File: config.mk
export PLATFORM = sky130hd
export DESIGN_NAME = lsu_flat
export DESIGN_NICKNAME = d
export VERILOG_FILES = /design/src/rtl/lsu_if.sv /design/src/rtl/lsu.sv /design/src/flat_wrapper.sv
export SDC_FILE = /design/constraint.sdc
export NUM_CORES = 1
export LEC_CHECK = 0
export BUFFER_PORTS_ARGS = -buffer_cell sky130_fd_sc_hd__buf_2
export CORE_ASPECT_RATIO = 1.2
export CORE_MARGIN = 5
export CORE_UTILIZATION = 45
export CTS_CLUSTER_DIAMETER = 40
export DETAILED_ROUTE_END_ITERATION = 10
export GPL_ROUTABILITY_DRIVEN = 0
export HOLD_SLACK_MARGIN = 0.12
export PLACE_DENSITY_LB_ADDON = 0.05
export SYNTH_ARGS = -nofsm -noshare
export SYNTH_HDL_FRONTEND = slang
export SYNTH_SLANG_ARGS = --single-unit
export TNS_END_PERCENT = 1
File: constraint.sdc
create_clock -name clk -period 4.1 [get_ports clk]
set_input_delay 0.82 -clock clk [delete_from_list [all_inputs] [get_ports clk]]
set_output_delay 0.82 -clock clk [all_outputs]
set_load 0.01 [all_outputs]
File: src/rtl/lsu_if.sv
// Core-side and memory-side signal bundle of the load/store unit.
// Handshakes: a core op transfers on the clk edge where req_valid and
// req_ready are both high; resp_valid is a single-cycle pulse with no
// back-pressure.
// A memory access is presented while mem_req is high, and every mem_*
// output holds steady until the edge where mem_ack is high. mem_rdata is
// sampled on that same edge.
interface lsu_if;
   logic        req_valid;
   logic        req_ready;
   logic [31:0] addr;
   logic [31:0] wdata;
   logic        is_store;
   logic [1:0]  width;
   logic        sign_ext;
   logic        resp_valid;
   logic [31:0] rdata;
   logic        err;
   logic        mem_req;
   logic        mem_we;
   logic [31:0] mem_addr;
   logic [3:0]  mem_be;
   logic [31:0] mem_wdata;
   logic        mem_ack;
   logic [31:0] mem_rdata;

   // The LSU side of the bundle.
   modport slave (
      input  req_valid, addr, wdata, is_store, width, sign_ext, mem_ack, mem_rdata,
      output req_ready, resp_valid, rdata, err, mem_req, mem_we, mem_addr, mem_be, mem_wdata
   );

   // The core/memory side of the bundle.
   modport master (
      output req_valid, addr, wdata, is_store, width, sign_ext, mem_ack, mem_rdata,
      input  req_ready, resp_valid, rdata, err, mem_req, mem_we, mem_addr, mem_be, mem_wdata
   );
endinterface

File: src/rtl/lsu.sv
// RV32I load/store unit. It takes the ALU result as the effective address
// and drives a word-wide memory port with byte enables. An access that
// crosses a word boundary becomes two word accesses (low word first).
// The load result is sign- or zero-extended before it is returned.
module lsu #(
   parameter bit ALLOW_MISALIGNED = 1'b1
) (
   input  logic       clk,
   input  logic       reset,
   lsu_if.slave       bus,
   output logic [1:0] dbg_state
);

   typedef enum logic [1:0] {IDLE = 2'd0, ACC0 = 2'd1, ACC1 = 2'd2, RESP = 2'd3} state_t;

   state_t      state, state_n;
   logic [31:0] addr_q, wdata_q, lo_q, rdata_q;
   logic        store_q, sext_q, err_q;
   logic [1:0]  width_q;

   // A half at offset 3, or a word at any non-zero offset, spills into the next word.
   function automatic logic crosses(input logic [1:0] o, input logic [1:0] w);
      return (w == 2'b01 && o == 2'b11) || (w == 2'b10 && o != 2'b00);
   endfunction

   logic [1:0]  offs;
   logic        split;
   logic [3:0]  mask;
   logic [7:0]  lanes;
   logic [31:0] wd_acc0, wd_acc1, word_base;
   logic        accept, accept_err;
   logic [31:0] lo_n, hi_n, raw, load_data, rdata_n;
   logic [63:0] pair;

   assign offs      = addr_q[1:0];
   assign split     = crosses(offs, width_q);
   assign word_base = {addr_q[31:2], 2'b00};
   assign lanes     = {4'b0000, mask} << offs;
   assign wd_acc0   = wdata_q << {offs, 3'b000};
   assign wd_acc1   = (offs == 2'b00) ? 32'd0 : (wdata_q >> (6'd32 - {1'b0, offs, 3'b000}));
   assign accept    = bus.req_valid && (state == IDLE);
   assign accept_err = (bus.width == 2'b11) ||
                       (!ALLOW_MISALIGNED && crosses(bus.addr[1:0], bus.width));

   // Byte-lane mask before it is shifted into position.
   always_comb begin
      case (width_q)
         2'b00:   mask = 4'b0001;
         2'b01:   mask = 4'b0011;
         default: mask = 4'b1111;
      endcase
   end

   // Form the load result from the words that will be held once the current ack lands.
   always_comb begin
      lo_n = bus.mem_rdata;
      hi_n = 32'd0;
      if (state == ACC1) begin
         lo_n = lo_q;
         hi_n = bus.mem_rdata;
      end
      pair = {hi_n, lo_n} >> {offs, 3'b000};
      raw  = pair[31:0];
      case (width_q)
         2'b00:   load_data = {{24{sext_q & raw[7]}}, raw[7:0]};
         2'b01:   load_data = {{16{sext_q & raw[15]}}, raw[15:0]};
         default: load_data = raw;
      endcase
      rdata_n = store_q ? 32'd0 : load_data;
   end

   // State register.
   always_ff @(posedge clk) begin
      if (reset) state <= IDLE;
      else       state <= state_n;
   end

   // Next state and all handshake/memory outputs. The memory outputs are zero unless mem_req is high.
   always_comb begin
      state_n        = state;
      bus.req_ready  = 1'b0;
      bus.resp_valid = 1'b0;
      bus.mem_req    = 1'b0;
      bus.mem_we     = 1'b0;
      bus.mem_addr   = 32'd0;
      bus.mem_be     = 4'd0;
      bus.mem_wdata  = 32'd0;
      case (state)
         IDLE: begin
            bus.req_ready = 1'b1;
            if (bus.req_valid) state_n = accept_err ? RESP : ACC0;
         end
         ACC0: begin
            bus.mem_req   = 1'b1;
            bus.mem_we    = store_q;
            bus.mem_addr  = word_base;
            bus.mem_be    = lanes[3:0];
            bus.mem_wdata = wd_acc0;
            if (bus.mem_ack) state_n = split ? ACC1 : RESP;
         end
         ACC1: begin
            bus.mem_req   = 1'b1;
            bus.mem_we    = store_q;
            bus.mem_addr  = word_base + 32'd4;
            bus.mem_be    = lanes[7:4];
            bus.mem_wdata = wd_acc1;
            if (bus.mem_ack) state_n = RESP;
         end
         RESP: begin
            bus.resp_valid = 1'b1;
            state_n        = IDLE;
         end
         default: state_n = IDLE;
      endcase
   end

   // Op capture, low-word capture, and the result registers that take their values on entry to RESP.
   always_ff @(posedge clk) begin
      if (reset) begin
         addr_q  <= 32'd0;
         wdata_q <= 32'd0;
         store_q <= 1'b0;
         width_q <= 2'b00;
         sext_q  <= 1'b0;
         lo_q    <= 32'd0;
         rdata_q <= 32'd0;
         err_q   <= 1'b0;
      end else begin
         if (accept) begin
            addr_q  <= bus.addr;
            wdata_q <= bus.wdata;
            store_q <= bus.is_store;
            width_q <= bus.width;
            sext_q  <= bus.sign_ext;
            if (accept_err) begin
               rdata_q <= 32'd0;
               err_q   <= 1'b1;
            end
         end
         if (state == ACC0 && bus.mem_ack) begin
            lo_q <= bus.mem_rdata;
            if (!split) begin
               rdata_q <= rdata_n;
               err_q   <= 1'b0;
            end
         end
         if (state == ACC1 && bus.mem_ack) begin
            rdata_q <= rdata_n;
            err_q   <= 1'b0;
         end
      end
   end

   assign bus.rdata = rdata_q;
   assign bus.err   = err_q;
   assign dbg_state = state;

endmodule

File: src/flat_wrapper.sv
// flat-port wrapper written by rule: the top's interface ports become plain ports
module lsu_flat 
#(
   parameter bit ALLOW_MISALIGNED = 1'b1
)
  (clk, reset, dbg_state, bus_req_valid, bus_addr, bus_wdata, bus_is_store, bus_width, bus_sign_ext, bus_mem_ack, bus_mem_rdata, bus_req_ready, bus_resp_valid, bus_rdata, bus_err, bus_mem_req, bus_mem_we, bus_mem_addr, bus_mem_be, bus_mem_wdata);
  lsu_if bus_i ();
  input  logic clk;
  input  logic reset;
  output logic [1:0] dbg_state;
  input wire logic [$bits(bus_i.req_valid)-1:0] bus_req_valid;
  input wire logic [$bits(bus_i.addr)-1:0] bus_addr;
  input wire logic [$bits(bus_i.wdata)-1:0] bus_wdata;
  input wire logic [$bits(bus_i.is_store)-1:0] bus_is_store;
  input wire logic [$bits(bus_i.width)-1:0] bus_width;
  input wire logic [$bits(bus_i.sign_ext)-1:0] bus_sign_ext;
  input wire logic [$bits(bus_i.mem_ack)-1:0] bus_mem_ack;
  input wire logic [$bits(bus_i.mem_rdata)-1:0] bus_mem_rdata;
  output wire logic [$bits(bus_i.req_ready)-1:0] bus_req_ready;
  output wire logic [$bits(bus_i.resp_valid)-1:0] bus_resp_valid;
  output wire logic [$bits(bus_i.rdata)-1:0] bus_rdata;
  output wire logic [$bits(bus_i.err)-1:0] bus_err;
  output wire logic [$bits(bus_i.mem_req)-1:0] bus_mem_req;
  output wire logic [$bits(bus_i.mem_we)-1:0] bus_mem_we;
  output wire logic [$bits(bus_i.mem_addr)-1:0] bus_mem_addr;
  output wire logic [$bits(bus_i.mem_be)-1:0] bus_mem_be;
  output wire logic [$bits(bus_i.mem_wdata)-1:0] bus_mem_wdata;
  assign bus_i.req_valid = bus_req_valid;
  assign bus_i.addr = bus_addr;
  assign bus_i.wdata = bus_wdata;
  assign bus_i.is_store = bus_is_store;
  assign bus_i.width = bus_width;
  assign bus_i.sign_ext = bus_sign_ext;
  assign bus_i.mem_ack = bus_mem_ack;
  assign bus_i.mem_rdata = bus_mem_rdata;
  assign bus_req_ready = bus_i.req_ready;
  assign bus_resp_valid = bus_i.resp_valid;
  assign bus_rdata = bus_i.rdata;
  assign bus_err = bus_i.err;
  assign bus_mem_req = bus_i.mem_req;
  assign bus_mem_we = bus_i.mem_we;
  assign bus_mem_addr = bus_i.mem_addr;
  assign bus_mem_be = bus_i.mem_be;
  assign bus_mem_wdata = bus_i.mem_wdata;
  lsu #(.ALLOW_MISALIGNED(ALLOW_MISALIGNED)) u_core (.clk(clk), .reset(reset), .bus(bus_i), .dbg_state(dbg_state));
endmodule
Word level (Yosys, flattened, before mapping)
Cells that the tools add are included.
{"block": "classes", "n_shift": 4, "n_reduce_logical": 13, "n_lt_le_gt_ge": 0, "n_eq_ne": 10, "div_mod_pow": 0, "mul": 0, "bitwise": 2, "add_sub_neg": 2, "mux": 28}
{"operator": "2-to-1 mux 32 bit", "n": 9}
{"operator": "case mux 32 bit (2 select lines)", "n": 3}
{"operator": "right shift 64 x 5 -> 32 bit", "n": 1}
{"operator": "adder 32 x 3 -> 32 bit, second input constant", "n": 1}
{"operator": "left shift 32 x 5 -> 32 bit", "n": 1}
{"operator": "right shift 32 x 6 -> 32 bit", "n": 1}
{"operator": "case mux 4 bit (2 select lines)", "n": 2}
{"operator": "== test 2 bit, second input constant", "n": 5}
{"operator": "2-to-1 mux 1 bit", "n": 9}
{"operator": "2-to-1 mux 2 bit", "n": 4}
{"operator": "case mux 2 bit (4 select lines)", "n": 1}
{"operator": "left shift 4 x 2 -> 8 bit", "n": 1}
{"operator": "logical NOT 2 bit", "n": 3}
{"operator": "!= test 2 bit, second input constant", "n": 3}
{"operator": "subtractor 6 x 5 -> 6 bit, first input constant", "n": 1}
{"operator": "logical AND 1 bit", "n": 5}
{"operator": "== test 2 x 1 -> 1 bit, second input constant", "n": 2}
{"operator": "OR reduction 2 bit", "n": 2}
{"operator": "AND reduction 3 bit", "n": 1}
{"operator": "AND 1 bit", "n": 2}
{"operator": "nonzero test 2 bit", "n": 1}
{"operator": "logical OR 1 bit", "n": 1}
{"block": "totals", "latch_bits": 0, "word_cells": 68, "output_inout_bits": 107, "input_bits": 104, "ramBits": 0, "rom_bits": 0, "reg_bits": 135, "n_memories": 0}

Longest topological paths before layout
Gate-level depths: netlist (run 1).
{"block": "logic_depth", "ltp_word": 9, "mapped_depth": 13, "depth_no_buf": 7}

Worst setup path after synthesis (run 1)
Ideal clock, no wire load.
{"block": "synth_timing", "path_type": "register to output", "startpoint": "register u_core.addr_q[0]", "endpoint": "output port bus_mem_wdata[10]", "n_path_buf": 6, "t_required_ns": 3.280, "setup_slack_ns": 0.391, "path_stages_with_launch": 14, "t_arrival_ns": 2.889, "cell_sequence": "dfxtp_1 > buf_6 > clkinv_1 > clkbuf_1 > clkbuf_1 > ha_1 > buf_2 > nor3b_2 > or2_1 > and2_1 > buf_2 > buf_2 > a22oi_1 > a21oi_1"}
{"block": "synth_between", "elab_chain_len": 4, "elab_cells_between_ends": 6, "cone_classes": "add/sub (1); shift (2); mux (2); reduce/logical (1)"}
{"item": "start: declaration", "line": "lsu.sv:17", "text": "logic [31:0] addr_q, wdata_q, lo_q, rdata_q;"}
{"item": "start signal: assignment", "line": "lsu.sv:130", "text": "addr_q <= bus.addr;"}
{"item": "subtractor 6 x 5 -> 6 bit", "line": "lsu.sv:40", "text": "assign wd_acc1 = (offs == 2'b00) ? 32'd0 : (wdata_q >> (6'd32 - {1'b0, offs, 3'b000}));"}
{"item": "right shift 32 x 6 -> 32 bit", "line": "lsu.sv:40"}
{"item": "2-to-1 mux 32 bit", "line": "lsu.sv:40"}
{"item": "case mux 32 bit (2 select lines) (*)", "line": "lsu.sv:88", "text": "case (state)"}
{"item": "end: declaration", "line": "flat_wrapper.sv:27", "text": "output wire logic [$bits(bus_i.mem_wdata)-1:0] bus_mem_wdata;"}
Mark *: on every way between the ends. The rest lies on a longest branch, timed or not.

Worst setup path after layout (run 1)
{"block": "layout_timing", "startpoint": "register u_core.state[0], in the netlist u_core.dbg_state[0]", "endpoint": "output port bus_mem_wdata[1]"}
{"block": "layout_between", "elab_chain_len": 2, "elab_cells_between_ends": 3, "cone_classes": "eq/ne (2); mux (1)"}
{"item": "start: declaration", "line": "lsu.sv:16", "text": "state_t state, state_n;"}
{"item": "start signal: assignment", "line": "lsu.sv:75", "text": "else state <= state_n;"}
{"item": "== test 2 bit or == test 2 x 1 -> 1 bit (tied branches)", "line": "lsu.sv:88"}
{"item": "case mux 32 bit (2 select lines) (*)", "line": "lsu.sv:88"}
Marked as above.

==> results of run 1 <==
## cell families after synthesis
family          after synthesis  synth area share
other cells                   1          0.000462
xor+xnor                      4           0.00431
simple gates                404             0.217
mux                          73            0.0997
flops                       135             0.333
compound gates              338             0.272
fa+ha+maj                     8            0.0123
buf+inv                     107            0.0612
## repair_timing
action | 4_1_cts | 5_1_grt
endpoints found under the hold margin | 0 | 0
endpoints found under the setup margin | 0 | 12
setup buffers | 0 | 0
resized for setup | 0 | 1
## worst max-delay path, cell delays in order (launching register included)
cell	delay [ns]
dfxtp_1	0.34
inv_1	0.14
ha_2	0.21
buf_4	0.47
clkinvlp_4	0.43
nor4b_2	0.35
buf_4	0.27
a222oi_1	0.14
nor2_1	0.14
buf_2	0.14
## worst max-delay path by stage
| stage | startpoint | end |
|---|---|---|
| finish | u_core.dbg_state[0] | bus_mem_wdata[1] |
| global route | u_core.dbg_state[1] | bus_mem_wdata[9] |
| CTS | u_core.dbg_state[0] | bus_mem_wdata[1] |
| detailed placement | u_core.dbg_state[0] | bus_mem_wdata[1] |
| global placement | u_core.dbg_state[0] | bus_mem_wdata[1] |
| floorplan | u_core.addr_q[0] | bus_mem_wdata[10] |
## layer usage
layer | part of all wire | wire, µm
met4 | 0.038 | 1080
met2 | 0.49 | 13800
met1 | 0.41 | 11400
met5 | 0 | 0
met3 | 0.060 | 1680
## registers in the layout, summed over array words and instances (netlist names)
register          cells
u_core.dbg_state      2
u_core.width_q        2
u_core.store_q        1
u_core.addr_q        32
u_core.bus.rdata     32
u_core.wdata_q       32
u_core.lo_q          32
u_core.bus.err        1
u_core.sext_q         1
## cell type report
class | instances | area (µm²) | area share
clock inverter | 15 | 176 | 0.0180
antenna | 3 | 7.51 | 0.000768
sequential | 135 | 2710 | 0.277
timing repair buffer | 230 | 1210 | 0.124
inverter | 11 | 45.0 | 0.00461
multi-input combinational | 829 | 4930 | 0.505
tap | 220 | 275 | 0.0282
clock buffer | 17 | 425 | 0.0435
## power breakdown
part           switching [mW]  total [mW]  internal [mW]  leakage, nW
sequential              0.202        1.70           1.50         1.10
clock                   0.673        1.60          0.922        0.291
combinational            1.34        2.06          0.715         2.52
## cell usage in the layout, fill, tap and decap left out, types with 12 or more instances in the layout
| cell type | n |
|---|---|
| nand2_1 | 269 |
| dfxtp_1 | 133 |
| a21oi_1 | 133 |
| clkbuf_16 | 17 |
| and2_1 | 14 |
| a31oi_1 | 14 |
| a22oi_1 | 19 |
| a22o_1 | 30 |
| buf_2 | 207 |
| o21ai_0 | 52 |
| mux2_2 | 33 |
| mux2i_1 | 37 |
| buf_4 | 23 |
| nor2_1 | 45 |
| nand3_1 | 20 |
| a221oi_1 | 12 |
## metrics by stage
| stage | power [mW] | utilization | setup WS, ns |
|---|---|---|---|
| 3_3_place_gp | 3.76 | 0.519 | 0.715 |
| 6_report | 5.36 | 0.554 | 0.218 |
| 2_1_floorplan | 3.13 | - | 0.391 |
| 4_1_cts | 5.37 | 0.554 | 0.102 |
| 5_1_grt | 5.67 | 0.554 | 0.0497 |
| 3_5_place_dp | 3.78 | 0.519 | 0.569 |
==> results.md, run 1 <==
* Crit path max fanout at 42
* Syn avg cell area at approximately 7.6 µm²
* Final Hold Vio Count at 0
* Routing usage on met3 at 0.0496
* Final nets at roughly 1300
* Crit. End Element: primary output
* CTS tree: done
* Initial antenna violation count at 2
* Largest area contributor in the netlist: dfxtp_1
* Sinks on Clock Net at 135
* CTS buffer count at 17
* Count leader, synth: nand2_1
* Status: finished clean
* Starting Density at 0.460
* Via count at ~8500
* Worst setup path category: register to primary output
* Die area at between 20000 and 25000 µm²
* Min cycle time layout at ~3.9 ns
* Max-slew violations at 0
* Setup Total Neg Slack at 0 ns
* Worst Tran Pin Value at approximately 1.2 ns
* Worst EP required at roughly 3.3 ns
* Slew HR at 0.206
* Worst hold path class: register to register
* CTS clock-pin slew for the worst setup and hold paths at about 0.07 ns
* CTS H-tree depth at 4
* Filler Cell Count at ~1800
* Area Overhead vs Synth at 20.4%
* Total wire length at roughly 28000 µm
* Area of the core at approximately 18000 µm²
* Die H at around 160 µm
* Main synth FF type: dfxtp_1
* Synthesized area at 8120 µm²
* Worst hold stages at 2
* Routed Antenna Nets at 0
* Worst Min Path Start: u_core.bus.rdata[2]
* Number of synthesized flops with an enable pin at 0
* Mean number of vias per cell at about 6
* Die Width at roughly 130 µm
* Row count at 53
* WL/cell at approximately 19 µm
* Most Crowded Layer GR: met2
* Clock Skew at 0.00793 ns
* Lkg Pwr at about 3.9 nW
* GR Util All Layers at 0.263
* Hold Path End: u_core.bus.rdata[2]
* Startpoint Class: register
* RSZ-0062 raised after global routing: no
* Drc violations at 0
* FMAX at between 200 and 300 MHz
* First-pass GRT wire length at about 44000 µm
* Pre-antenna DRT Iters at 5
* Vias in the first global route at around 8100
* Max_cap viols at 0
* Sequential share of the synthesized area at 0.333
* Synth Register Bits at 135
* Synth Warn # at 0
* Distinct cell type count after synthesis at between 60 and 70
* Commonest cells post-synth: nand2_1, dfxtp_1, a21oi_1
* PortBufs at ~210
* Clk root buf: clkbuf_16
* Post-DP Area at between 9000 and 10000 µm²
* R2r endpoint: u_core.bus.rdata[11]
* Crit share post-route at 0.947
* Setup Viol. Count Final at 0
* Final Cell Area at between 9000 and 10000 µm²
* Total gr overflow at 0
* Cell Count, Final, Fillers Out at 1460
* First DRT Iteration DRCs at approximately 740
* M2 GR Usage at 0.446
* Hold buffers post-CTS at 0
* Maximum root-to-sink buffer count at 2
* Worst R2R Path Depth at 7
* Fraction of registers with async set/reset at 0
* Pwr/cell area at around 550 nW/µm²
* R2R Setup Slk at 1.14 ns
* Reg-to-reg startpoint: u_core.addr_q[0]
* I/O pin total at 211
* Dpl cells at 1425
* Clock latency on the worst-skew pair at 0.42 ns
* Dpl hpwl at ~20000 µm
* Peak VDD IR at around 350 µV
* Main area contributors after synthesis: dfxtp_1, nand2_1, a21oi_1
* Crit path DAT at approximately 3.1 ns
* Pin count of the biggest net entering global routing at just over 80
* Yosys top cell area share at 0.333
* Met1 GRT Util at 0.324
* Post-Syn Instances at around 1100
* Hold_ws at between 0.4 and 0.5 ns
* Share of cells above drive strength 1 at 0.255
Note: power is estimated with default switching activity, not from simulation.
==> run 2: changes to the inputs <==
--- a/config.mk
+++ b/config.mk
@@ -6,9 +6,11 @@
 export NUM_CORES = 1
 export LEC_CHECK = 0
 export BUFFER_PORTS_ARGS = -buffer_cell sky130_fd_sc_hd__buf_2
+export CELL_PAD_IN_SITES_DETAIL_PLACEMENT = 0
+export CELL_PAD_IN_SITES_GLOBAL_PLACEMENT = 2
 export CORE_ASPECT_RATIO = 1.2
 export CORE_MARGIN = 5
-export CORE_UTILIZATION = 45
+export CORE_UTILIZATION = 30
 export CTS_CLUSTER_DIAMETER = 40
 export DETAILED_ROUTE_END_ITERATION = 10
 export GPL_ROUTABILITY_DRIVEN = 0
==> run 2 against run 1 <==
Effect of this change: first-iteration DRC count fell by 31%; clock power rose by 4%; non-clock buffer count rose by 1; sequential power barely moved; sequential cell count did not move; via count barely moved; register-to-register slack got worse by 0.02 ns; combinational power rose by 4%; critical path depth fell by 1; wire length rose by 19%; critical path type unchanged.
==> results.md, run 2 (synthesized netlist as in run 1, its figures left out) <==
* Status: finished clean
* CTS H-tree depth at 4
* Dpl cells at between 1500 and 2000
* Initial antenna violation count at 3
* Max_cap viols at 0
* Setup Viol. Count Final at 0
* Slew HR at 0.351
* Final nets at around 1300
* Pwr/cell area at ~550 nW/µm²
* Total wire length at 33400 µm
* Drc violations at 0
* R2R Setup Slk at around 1.1 ns
* Final Hold Vio Count at 0
* First-pass GRT wire length at about 50000 µm
* Met1 GRT Util at 0.246
* Startpoint Class: register
* Sinks on Clock Net at ~140
* Lkg Pwr at around 3.9 nW
* Clock latency on the worst-skew pair at about 0.43 ns
* Crit path launch: u_core.addr_q[0]
* Die Width at roughly 160 µm
* Clk root buf: clkbuf_16
* Die area at about 30000 µm²
* Total gr overflow at 0
* First DRT Iteration DRCs at about 510
* Routing usage on met3 at 0.0480
* Starting Density at 0.302
* Row count at 66
* Setup Total Neg Slack at 0 ns
* Worst EP required at ~3.3 ns
* Routed Antenna Nets at 0
* WL/cell at 21.2 µm
* Vias in the first global route at approximately 8400
* Mean number of vias per cell at approximately 5.4
* Most Crowded Layer GR: met2
* Area of the core at around 27000 µm²
* Max-slew violations at 0
* N_diodes at 0
* Crit path DAT at roughly 3.0 ns
* R2r endpoint: u_core.bus.rdata[14]
* Area Overhead vs Synth at 22.7%
* Reg-to-reg startpoint: u_core.addr_q[0]
* Maximum root-to-sink buffer count at 2
* Crit. End Element: primary output
* Commonest non-fill, non-tap cell in the layout: nand2_1
* Via count at ~8500
* M2 GR Usage at 0.382
* Clock Skew at around 0.0056 ns
* Worst slack, placed at approximately 0.54 ns
* Pre-antenna DRT Iters at 6
* CTS buffer count at 17
* Share of cells above drive strength 1 at 0.256
* I/O pin total at 211
* PortBufs at ~210
* Crit path max fanout at 24
* Most frequent cells in the layout: nand2_1, buf_2, a21oi_1, dfxtp_1, o21ai_0
* Pin count of the biggest net entering global routing at about 80
* Final worst slack at roughly 0.24 ns
* CTS tree: done
* Cell Count, Final, Fillers Out at between 1500 and 2000
* Dpl hpwl at 23600 µm
* RSZ-0062 raised after global routing: no
* Worst Tran Pin Value at ~0.97 ns
* Crit path to: bus_mem_wdata[9]
* FMAX at 259 MHz
* CTS clock-pin slew for the worst setup and hold paths at around 0.060 ns
* Min cycle time layout at 3.86 ns
* Peak VDD IR at 277 µV
* GR Util All Layers at 0.213
* Die H at between 150 and 200 µm
* Total power at approximately 5.5 mW
* Worst setup path category: register to primary output
* Worst R2R Path Depth at 7
* Crit share post-route at 0.941
* Worst hold path class: register to register
* Filler Cell Count at 2936
* Hold buffers post-CTS at 0
[run 2: changes by cell type in the layout (fill, tap and decap cells not counted), sizes merged]
cell / previous run / this run
buf: 230 / 231
bufinv: 2 / 3
clkbuf: 17 / 18
clkinv: 2 / 8
clkinvlp: 3 / 1
diode: 3 / 0
inv: 19 / 13
[run 2: worst max-delay path, cell delays in order, from the launching register on]
cell and delay (ns):
dfxtp_2 0.32, clkinv_1 0.08, ha_1 0.33, nor3b_2 0.23, or2_1 0.25, and2_1 0.78, a22oi_1 0.20, a21oi_1 0.23
buf_2 0.17
[run 2: area by class of cell]
| class | instances | area, µm² | share of cell area |
|---|---|---|---|
| Multi-Input combinational cell | 829 | 4940 | 0.496 |
| Tap cell | 340 | 425 | 0.0427 |
| Clock inverter | 14 | 189 | 0.0190 |
| Clock buffer | 18 | 439 | 0.0441 |
| Timing Repair Buffer | 231 | 1220 | 0.122 |
| Sequential cell | 135 | 2710 | 0.271 |
| Inverter | 11 | 45.0 | 0.00452 |
[run 2: power breakdown]
| group | switching, mW | total, mW | internal (mW) |
|---|---|---|---|
| logic | 1.43 | 2.15 | 0.718 |
| clock network | 0.682 | 1.67 | 0.991 |
| registers | 0.202 | 1.70 | 1.50 |
[run 2: metrics by stage]
stage	util	hold slack, ns	area, µm²
floorplan	-	0.433	8130
global placement	0.347	0.441	9330
detailed placement	0.347	0.445	9330
CTS	0.370	0.455	9960
global route	0.370	0.467	9970
finish	0.370	0.453	9970
[run 2: metal layers]
| layer | share of wire | vias to the layer above |
|---|---|---|
| li1 | - | 4156 |
| met1 | 0.41 | 4075 |
| met2 | 0.51 | 249 |
| met3 | 0.046 | 52 |
| met4 | 0.033 | 6 |
| met5 | 0.0010 | - |
[run 2: how the worst min path moves through the flow]
stage / slack [ns] / start / endpoint / cells after the start
finish: 0.45 / u_core.lo_q[3] / u_core.lo_q[3] / 2
global route: 0.47 / u_core.lo_q[7] / u_core.lo_q[7] / 2
CTS: 0.46 / u_core.lo_q[3] / u_core.lo_q[3] / 2
detailed placement: 0.44 / u_core.lo_q[3] / u_core.lo_q[3] / 2
global placement: 0.44 / u_core.lo_q[11] / u_core.lo_q[11] / 2
floorplan: 0.43 / u_core.lo_q[11] / u_core.lo_q[11] / 2
[run 2: what timing repair did]
item,4_1_cts,5_1_grt
setup endpoints to repair,0,33
buffers inserted,0,0
resized for setup,0,2
==> run 3: changes to the inputs <==
--- a/config.mk
+++ b/config.mk
@@ -16,6 +16,7 @@
 export GPL_ROUTABILITY_DRIVEN = 0
 export HOLD_SLACK_MARGIN = 0.12
 export PLACE_DENSITY_LB_ADDON = 0.05
+export RECOVER_POWER = 100
 export SYNTH_ARGS = -nofsm -noshare
 export SYNTH_HDL_FRONTEND = slang
 export SYNTH_SLANG_ARGS = --single-unit
==> run 3 against run 2 <==
Effect of this change: the flow now finishes with violations (capacitance limit, slew limit); critical endpoint unchanged; clock power about the same; sequential share of layout area up 0.37 points; clock skew is 0.0032 ns higher; cell area decreased by 1.4%; sequential cell count did not move; die area unchanged; largest cell class unchanged; global-route usage stayed put; fmax is 0.89% lower.
==> results.md, run 3 (synthesized netlist as in run 1, its figures left out) <==
* Status: finished, violations left
* Failing checks: capacitance limit, slew limit
* Lkg Pwr at ~3.5 nW
* Area of the core at 26900 µm²
* Clk root buf: clkbuf_16
* Area Overhead vs Synth at 21.0%
* Total wire length at roughly 33000 µm
* CTS tree: done
* Maximum root-to-sink buffer count at 2
* Clock latency on the worst-skew pair at around 0.43 ns
* Clock share of power at 0.304
* Worst R2R Path Depth at 7
* Post-DP Area at around 9300 µm²
* Crit share post-route at 0.949
* I/O pin total at between 200 and 250
* Worst setup path category: register to primary output
* Crit path max fanout at 24
* Clock Skew at between 0.008 and 0.009 ns
* Setup bufs post-CTS at 0
* FMAX at roughly 260 MHz
* N_diodes at 0
* Most frequent cells in the layout: nand2_1, dfxtp_1, a21oi_1
* Crit path DAT at just over 3 ns
* Setup Viol. Count Final at 0
* Dpl cells at between 1500 and 2000
* Cell Count, Final, Fillers Out at between 1500 and 2000
* Total gr overflow at 0
* Flop pwr share at 0.310
* Hold buffers post-CTS at 0
* Commonest non-fill, non-tap cell in the layout: nand2_1
* RSZ-0062 raised after global routing: no
* Post-CTS sizing at 0
* NetSw at 2.32 mW
* Die area at a little over 30000 µm²
* WL/cell at between 20 and 25 µm
* Min cycle time layout at just under 4 ns
* Crit. End Element: primary output
* Share of cells above drive strength 1 at 0.180
* Worst hold path class: register to register
* PortBufs at ~210
* Max_cap viols at 1
* Die H at 190 µm
* First-pass GRT wire length at 50400 µm
* Final nets at about 1300
* Gate power share at 0.385
* CTS H-tree depth at 4
* Row count at 66
* CTS clock-pin slew for the worst setup and hold paths at ~0.060 ns
* Vias in the first global route at between 8000 and 9000
* Worst EP required at about 3.3 ns
* Sinks on Clock Net at 135
* Final Hold Vio Count at 0
* Slew HR at -0.0330
* Routed Antenna Nets at 0
* Initial antenna violation count at 3
* Die Width at 160 µm
* Final Cell Area at about 10000 µm²
* CTS buffer count at 17
* Starting Density at 0.302
* Setup Total Neg Slack at 0 ns
* Mean number of vias per cell at approximately 5.4
* Peak VDD IR at around 280 µV
* Sw Ratio at 0.422
* Filler Cell Count at approximately 3000
* GR Util All Layers at 0.213
* Pwr/cell area at ~560 nW/µm²
* P_int at 3.18 mW
* Hold_ws at between 0.4 and 0.5 ns
* Via count at roughly 8500
* First DRT Iteration DRCs at between 500 and 600
* Dpl hpwl at 23600 µm
* Pin count of the biggest net entering global routing at 81
* Startpoint Class: register
* Pre-antenna DRT Iters at 8
* Worst hold stages at 2
* Max-slew violations at 33
* Worst Tran Pin Value at around 1.5 ns
* Drc violations at 0
-- run 3: path summary, 6_finish.rpt --
kind / startpoint / end / slack, ns
min: u_core.lo_q[3] / u_core.lo_q[3] / 0.45
min reg2reg: u_core.lo_q[3] / u_core.lo_q[3] / 0.45
max: u_core.addr_q[0] / bus_mem_wdata[9] / 0.21
max reg2reg: u_core.addr_q[0] / u_core.bus.rdata[14] / 0.62
-- run 3: per-stage QoR --
| step | setup WS (ns) | utilization | power, mW |
|---|---|---|---|
| finish | 0.208 | 0.365 | 5.50 |
| global route | 0.0263 | 0.365 | 5.83 |
| CTS | 0.0353 | 0.370 | 5.60 |
| detailed placement | 0.538 | 0.347 | 3.91 |
| global placement | 0.606 | 0.347 | 3.91 |
| floorplan | 0.391 | - | 3.13 |
-- run 3: worst max-delay path: stages (launching register included) --
cell,delay (ns)
dfxtp_1,0.33
clkinv_1,0.09
ha_1,0.33
nor3b_2,0.23
or2_1,0.26
and2_1,0.78
a22oi_1,0.20
a21oi_1,0.24
clkbuf_2,0.17
-- run 3: layer usage --
metal	global-route usage	up-vias	share of wire
li1	-	4163	-
met1	0.246	4044	0.41
met2	0.382	239	0.51
met3	0.0480	56	0.043
met4	0.0861	6	0.034
met5	0	-	0.0010
-- run 3: area by class of cell --
| type | instances | area, µm² | area share |
|---|---|---|---|
| inverter | 11 | 45.0 | 0.00458 |
| sequential | 135 | 2700 | 0.275 |
| timing repair buffer | 231 | 1100 | 0.112 |
| tap | 340 | 425 | 0.0433 |
| clock inverter | 14 | 189 | 0.0192 |
| multi-input combinational | 829 | 4930 | 0.501 |
| clock buffer | 18 | 439 | 0.0447 |
-- run 3: power by group through the flow --
stage	Sequential, mW	Clock [mW]	Combinational [mW]
2_1_floorplan	1.68	0	1.45
3_3_place_gp	1.73	0	2.18
3_5_place_dp	1.73	0	2.18
4_1_cts	1.70	1.71	2.18
5_1_grt	1.74	1.77	2.32
6_report	1.71	1.67	2.12
